File: src/rtl/load_ext_pipe_pkg.sv
`default_nettype none
// ============================================================================
// Module      : load_ext_pipe_pkg
// Description : Shared load-size encodings and parameter legality helpers for
//               the MEM->WB load aligner/extender pipeline.
// Revision    : 1.0  initial release
// ============================================================================
package load_ext_pipe_pkg;

    // Load access size as carried on the in_size field.
    typedef enum logic [1:0] {
        SZ_BYTE  = 2'b00,
        SZ_HALF  = 2'b01,
        SZ_WORD  = 2'b10,
        SZ_DWORD = 2'b11
    } size_e;

    // Only 32- and 64-bit datapaths are supported.
    function automatic bit data_w_legal(input int w);
        return (w == 32) || (w == 64);
    endfunction

    // Pipeline depth must stay within 1..4 register stages.
    function automatic bit stages_legal(input int s);
        return (s >= 1) && (s <= 4);
    endfunction

endpackage
`default_nettype wire

File: src/rtl/load_ext_pipe_if.sv
`default_nettype none
// ============================================================================
// Module      : load_ext_pipe_if
// Description : Valid/ready bus between the memory read stage, the load
//               aligner pipeline and the writeback stage.
// Revision    : 1.0  initial release
// ============================================================================
interface load_ext_pipe_if
    import load_ext_pipe_pkg::*;
#(
    parameter int DATA_W    = 32,
    parameter int ERR_CNT_W = 16
);
    localparam int c_AL = $clog2(DATA_W / 8);

    logic                 in_valid;
    logic                 in_ready;
    logic [DATA_W-1:0]    in_word;
    logic [c_AL-1:0]      in_addr_lo;
    size_e                in_size;
    logic                 in_sext;
    logic                 out_valid;
    logic                 out_ready;
    logic [DATA_W-1:0]    out_data;
    logic                 out_err;
    logic [ERR_CNT_W-1:0] err_count;

    // Upstream/downstream environment side.
    modport master (
        output in_valid, in_word, in_addr_lo, in_size, in_sext, out_ready,
        input  in_ready, out_valid, out_data, out_err, err_count
    );

    // Pipeline side.
    modport slave (
        input  in_valid, in_word, in_addr_lo, in_size, in_sext, out_ready,
        output in_ready, out_valid, out_data, out_err, err_count
    );

endinterface
`default_nettype wire

File: src/rtl/load_ext_pipe_lane_ext.sv
`default_nettype none
// ============================================================================
// Module      : load_ext_pipe_lane_ext
// Description : Combinational little-endian lane select, zero/sign extension
//               and misalignment/illegal-size detection for one load beat.
// Revision    : 1.0  initial release
// ============================================================================
module load_ext_pipe_lane_ext
    import load_ext_pipe_pkg::*;
#(
    parameter int DATA_W = 32
)(
    input  logic [DATA_W-1:0]              i_word,
    input  logic [$clog2(DATA_W/8)-1:0]    i_addr_lo,
    input  size_e                          i_size,
    input  logic                           i_sext,
    output logic [DATA_W-1:0]              o_data,
    output logic                           o_err
);
    localparam int c_IDX_W = $clog2(DATA_W);

    logic [DATA_W-1:0]  w_lane;
    logic [DATA_W-1:0]  w_mask;
    logic [c_IDX_W-1:0] w_msb_idx;
    logic               w_fill;

    // Shift the addressed byte to bit 0, keep the field, fill above its MSB.
    // When the field spans the whole word the mask is all ones, so the fill
    // bit has no effect and sign/zero extension collapse to a pass-through.
    always_comb begin
        w_lane    = i_word >> {i_addr_lo, 3'b000};
        o_err     = 1'b0;
        w_msb_idx = c_IDX_W'(7);
        unique case (i_size)
            SZ_BYTE: w_msb_idx = c_IDX_W'(7);
            SZ_HALF: begin
                w_msb_idx = c_IDX_W'(15);
                o_err     = i_addr_lo[0];
            end
            SZ_WORD: begin
                w_msb_idx = c_IDX_W'(31);
                o_err     = |i_addr_lo[1:0];
            end
            default: begin
                // A dword cannot be formed on a 32-bit datapath at all.
                w_msb_idx = c_IDX_W'(DATA_W - 1);
                o_err     = (DATA_W != 64) || (|i_addr_lo);
            end
        endcase
        for (int i = 0; i < DATA_W; i++) begin
            w_mask[i] = (c_IDX_W'(i) <= w_msb_idx);
        end
        w_fill = i_sext & w_lane[w_msb_idx];
        o_data = o_err ? '0 : ((w_lane & w_mask) | ({DATA_W{w_fill}} & ~w_mask));
    end

endmodule
`default_nettype wire

File: src/rtl/load_ext_pipe.sv
`default_nettype none
// ============================================================================
// Module      : load_ext_pipe
// Description : Pipelined load-data aligner/extender for the MEM->WB path with
//               valid/ready handshake, global stall and a saturating count of
//               erroneous loads.
// Revision    : 1.0  initial release
// ============================================================================
module load_ext_pipe
    import load_ext_pipe_pkg::*;
#(
    parameter int DATA_W    = 32,
    parameter int STAGES    = 1,
    parameter int ERR_CNT_W = 16
)(
    input  logic           clk,
    input  logic           rst,
    load_ext_pipe_if.slave bus
);
    // Reject unsupported configurations at elaboration time.
    if (!data_w_legal(DATA_W) || !stages_legal(STAGES)) begin : g_param_check
        $error("load_ext_pipe: DATA_W must be 32/64 and STAGES 1..4");
    end

    logic [DATA_W-1:0]    w_data;
    logic                 w_err;
    logic                 w_adv;
    logic                 w_accept;
    logic [STAGES:0]      w_valid_chain;
    logic [STAGES:0]      w_err_chain;
    logic [DATA_W-1:0]    w_data_chain [STAGES+1];
    logic [ERR_CNT_W-1:0] r_err_count;

    load_ext_pipe_lane_ext #(
        .DATA_W (DATA_W)
    ) u_lane_ext (
        .i_word    (bus.in_word),
        .i_addr_lo (bus.in_addr_lo),
        .i_size    (bus.in_size),
        .i_sext    (bus.in_sext),
        .o_data    (w_data),
        .o_err     (w_err)
    );

    // The whole pipe moves as one unit: it advances unless the last stage
    // holds a result that downstream is refusing.
    assign w_adv    = !w_valid_chain[STAGES] || bus.out_ready;
    assign w_accept = bus.in_valid && w_adv;

    assign w_valid_chain[0] = bus.in_valid;
    assign w_err_chain[0]   = w_err;
    assign w_data_chain[0]  = w_data;

    for (genvar s = 0; s < STAGES; s++) begin : g_stage
        logic              r_valid;
        logic              r_err;
        logic [DATA_W-1:0] r_data;

        // Stage register: shifts beats and bubbles alike, holds on stall.
        always_ff @(posedge clk) begin
            if (rst) begin
                r_valid <= 1'b0;
                r_err   <= 1'b0;
                r_data  <= '0;
            end else if (w_adv) begin
                r_valid <= w_valid_chain[s];
                r_err   <= w_err_chain[s];
                r_data  <= w_data_chain[s];
            end
        end

        assign w_valid_chain[s+1] = r_valid;
        assign w_err_chain[s+1]   = r_err;
        assign w_data_chain[s+1]  = r_data;
    end

    // Count erroneous loads when they enter the pipe; stick at all-ones.
    always_ff @(posedge clk) begin
        if (rst) begin
            r_err_count <= '0;
        end else if (w_accept && w_err && (r_err_count != '1)) begin
            r_err_count <= r_err_count + 1'b1;
        end
    end

    assign bus.in_ready  = w_adv;
    assign bus.out_valid = w_valid_chain[STAGES];
    assign bus.out_data  = w_data_chain[STAGES];
    assign bus.out_err   = w_err_chain[STAGES];
    assign bus.err_count = r_err_count;

endmodule
`default_nettype wire

File: src/flat_wrapper.sv
// flat-port wrapper written by rule: the top's interface ports become plain ports
module load_ext_pipe_flat import load_ext_pipe_pkg::*;
#(
    parameter int DATA_W    = 32,
    parameter int STAGES    = 1,
    parameter int ERR_CNT_W = 16
)
  (clk, rst, bus_in_valid, bus_in_word, bus_in_addr_lo, bus_in_size, bus_in_sext, bus_out_ready, bus_in_ready, bus_out_valid, bus_out_data, bus_out_err, bus_err_count);
  load_ext_pipe_if #(.DATA_W(DATA_W), .ERR_CNT_W(ERR_CNT_W)) bus_i ();
  input  logic clk;
  input  logic rst;
  input wire logic [$bits(bus_i.in_valid)-1:0] bus_in_valid;
  input wire logic [$bits(bus_i.in_word)-1:0] bus_in_word;
  input wire logic [$bits(bus_i.in_addr_lo)-1:0] bus_in_addr_lo;
  input wire logic [$bits(bus_i.in_size)-1:0] bus_in_size;
  input wire logic [$bits(bus_i.in_sext)-1:0] bus_in_sext;
  input wire logic [$bits(bus_i.out_ready)-1:0] bus_out_ready;
  output wire logic [$bits(bus_i.in_ready)-1:0] bus_in_ready;
  output wire logic [$bits(bus_i.out_valid)-1:0] bus_out_valid;
  output wire logic [$bits(bus_i.out_data)-1:0] bus_out_data;
  output wire logic [$bits(bus_i.out_err)-1:0] bus_out_err;
  output wire logic [$bits(bus_i.err_count)-1:0] bus_err_count;
  assign bus_i.in_valid = bus_in_valid;
  assign bus_i.in_word = bus_in_word;
  assign bus_i.in_addr_lo = bus_in_addr_lo;
  assign bus_i.in_size = bus_in_size;
  assign bus_i.in_sext = bus_in_sext;
  assign bus_i.out_ready = bus_out_ready;
  assign bus_in_ready = bus_i.in_ready;
  assign bus_out_valid = bus_i.out_valid;
  assign bus_out_data = bus_i.out_data;
  assign bus_out_err = bus_i.out_err;
  assign bus_err_count = bus_i.err_count;
  load_ext_pipe #(.DATA_W(DATA_W), .STAGES(STAGES), .ERR_CNT_W(ERR_CNT_W)) u_core (.clk(clk), .rst(rst), .bus(bus_i));
endmodule
File: config.mk
export PLATFORM = sky130hd
export DESIGN_NAME = load_ext_pipe_flat
export DESIGN_NICKNAME = d
export VERILOG_FILES = /design/src/rtl/load_ext_pipe_pkg.sv /design/src/rtl/load_ext_pipe_if.sv /design/src/rtl/load_ext_pipe_lane_ext.sv /design/src/rtl/load_ext_pipe.sv /design/src/flat_wrapper.sv
export SDC_FILE = /design/constraint.sdc
export NUM_CORES = 1
export LEC_CHECK = 0
export CAP_MARGIN = 20
export CORE_UTILIZATION = 45
export DETAILED_ROUTE_END_ITERATION = 6
export PLACE_DENSITY = 0.8
export SETUP_SLACK_MARGIN = 0.05
export SLEW_MARGIN = 20
export SYNTH_ARGS = -nofsm -noshare
export SYNTH_HDL_FRONTEND = slang
export SYNTH_SLANG_ARGS = --single-unit
File: constraint.sdc
create_clock -name clk -period 2.8 [get_ports clk]
set_input_delay 0.84 -clock clk [delete_from_list [all_inputs] [get_ports clk]]
set_output_delay 0.84 -clock clk [all_outputs]
set_load 0.01 [all_outputs]
==> flow_summary.toml <==
[grt]
grt_use_total_pct = 24.7
grt_max_degree = 51
grt_pass1_vias = 2454
grt_pass1_wl_um = 11800
antenna_found_initial = 0
grt-ovfl-total = 0

[pwr]
p_total_w = 0.00157
p_leak_nw = 1.31
power_density_nw_per_um2 = 420
ir_worst_vdd_mv = 0.254

[setup_path]
required_ns = 1.96
cp-start-kind = "primary input"
crit_path_max_incr_delay_ns = 0.41
end_kind = "output port"
path_cells = "clkdlybuf4s50_1 -> nor2b_2 -> inv_2 -> dlygate4sd2_1"
cp_max_fo = 2
arrival_ns = 1.71
crit_type = "primary input to output port"
cp_num_buf_inv = 3
critPathTopFamily = "buffers and inverters"
crit_slowest_cell = "clkdlybuf4s50_1"

[placement]
dpl.cell_count = 450
io_buffers = 91
routabilityCongestion = 0.835
hpwl_um = 5300

[yosys]
async_reset_ff_share_pct = 0
syn_nets = 336
synth_enable_flop_cells = 0
syn_inst = 294
synth_warnings = 0
syn_area_um2 = 2590
ys_ff_latch = 50
synth.distinct_cells = 49
synthFlopType = "dfxtp_1"
post_synth.cell_area_avg_um2 = 8.81
ys_seq_area_share_pct = 38.6

[floorplanning]
die_h_um = 77.9
rows = 27
core_um2 = 5540
num_io_pins = 92
die_w_um = 77.9
die_area_um2 = 6060
initial_core_util_pct = 46.7

[clock_network]
insertion_delay_ns = 0.31
max-clock-path-buffers = 2
hold_buffers = 0
clkTransAtPathRegs_ns = 0.09
cts_tree = "built"
htreeDepth = 2
clock-root-buffer = "clkbuf_8"
numCtsBuffers = 5
postCtsSetupBuffers = 0
cts_sinks = 50

[sta]
setup_viol = 0
rsz0062_at_grt = "false"
hold_viol_final = 0
finalCritPeriodShare_pct = 91.2
clock_skew_ns = 0.00473
setup_tns_ns = 0
finalCriticalPeriod_ns = 2.55
clock.fmax_ghz = 0.391
tightestPinTransition_ns = 0.622
holdWs_ns = 0.493
slew_headroom_pct = 58.6
slew_violations = 0

[detailed_routing]
post-route-drc-count = 0
routedWlPerCell_um = 15.7
vias_per_cell = 5.84
vias = 2676
firstDrtPassIters = 4
drt_iter0_drc = 201
ant_nets = 0
routed_wl_um = 7210

[finish]
area_delta_synth_final_pct = 44.0
n_fill_cell = 473
regArea_um2 = 1000
drive_gt1_share_pct = 9.59
layout_common_cells = "clkdlybuf4s50_1 (90), dfxtp_1 (50), nor2_1 (23), o21ai_0 (23), a21oi_1 (21)"
fin_cells = 458
multiInputGateArea_um2 = 1470
final_common_cell = "clkdlybuf4s50_1"
antenna_cells = 0
layout.nets = 427

[worst_hold_path]
holdCritPathClass = "flop to flop"

[status]
status = "finished, final reports clean"

[run]
cap_violations = 0
==> per-stage QoR <==
stage	worst slack, ns	instance area [µm²]	utilization, %
floorplan	0.599	2590	-
global placement	0.0361	3620	65.3
detailed placement	0.0257	3620	65.3
CTS	0.244	3730	67.3
global route	0.183	3730	67.3
finish	0.246	3730	67.3
==> repair_timing <==
action | in CTS | in global routing
endpoints found under the hold margin | 0 | 0
resized for setup | 1 | 0
endpoints found under the setup margin | 1 | 0
==> synthesized netlist by cell type (all sizes together), types with 5 or more instances <==
library cell | number | area [µm²]
dfxtp | 50 | 1000
a211o | 7 | 61.3
a22oi | 15 | 113
o31ai | 8 | 60.1
nor2 | 23 | 86.3
nor2b | 15 | 93.8
mux2i | 9 | 90.1
or4 | 8 | 60.1
nand4 | 5 | 46.3
clkbuf | 10 | 37.5
a32oi | 7 | 61.3
a21oi | 21 | 105
and4 | 5 | 43.8
nand2 | 14 | 52.6
a22o | 7 | 61.3
o21ai | 24 | 120
buf | 14 | 76.3
nand3 | 6 | 30.0
==> metal layers <==
| layer | GRT usage, % | part of all wire, % |
|---|---|---|
| met5 | 0 | 0 |
| met3 | 5.41 | 5.8 |
| met2 | 40.8 | 47 |
| met4 | 8.49 | 1.9 |
| met1 | 31.5 | 46 |
==> cells by family after synthesis <==
| family | after synthesis | share of synthesized area (%) |
|---|---|---|
| adder cells (fa/ha/maj) | 1 | 0.483 |
| buffers and inverters | 26 | 4.69 |
| XOR/XNOR | 1 | 0.338 |
| flip-flops | 50 | 38.6 |
| AO/OA/AOI/OAI | 101 | 26.1 |
| multiplexers | 15 | 6.96 |
| AND/OR/NAND/NOR | 100 | 22.8 |
==> area by class of cell <==
cell class	count	area share, %
clock inverter	2	1.01
sequential	50	26.8
inverter	2	0.201
tap	72	2.42
multi-input combinational	218	39.4
timing repair buffer	108	28.2
clock buffer	6	1.95
==> flip-flops by register name (all words and copies together) (netlist names) <==
register / flops
u_core.bus.out_data: 32
u_core.bus.out_err: 1
u_core.bus.out_valid: 1
u_core.bus.err_count: 16
==> power breakdown <==
part | total, W | internal [W] | switching (W) | leakage, nW
Clock | 0.000517 | 0.000267 | 0.000250 | 0.0514
Sequential | 0.000751 | 0.000736 | 0.0000152 | 0.406
Combinational | 0.000299 | 0.000162 | 0.000138 | 0.853
==> path summary, 6_finish.rpt <==
check                           slack, ns                     from                        to  cells after the start
worst min-delay path                 0.49   u_core.bus.out_data[8]    u_core.bus.out_data[8]                      1
worst min register to register       0.49   u_core.bus.out_data[8]    u_core.bus.out_data[8]                      1
worst max register to register       0.75  u_core.bus.err_count[0]  u_core.bus.err_count[15]                      5
worst max-delay path                 0.25            bus_out_ready              bus_in_ready                      4
Power figures use the tool's default switching activity.
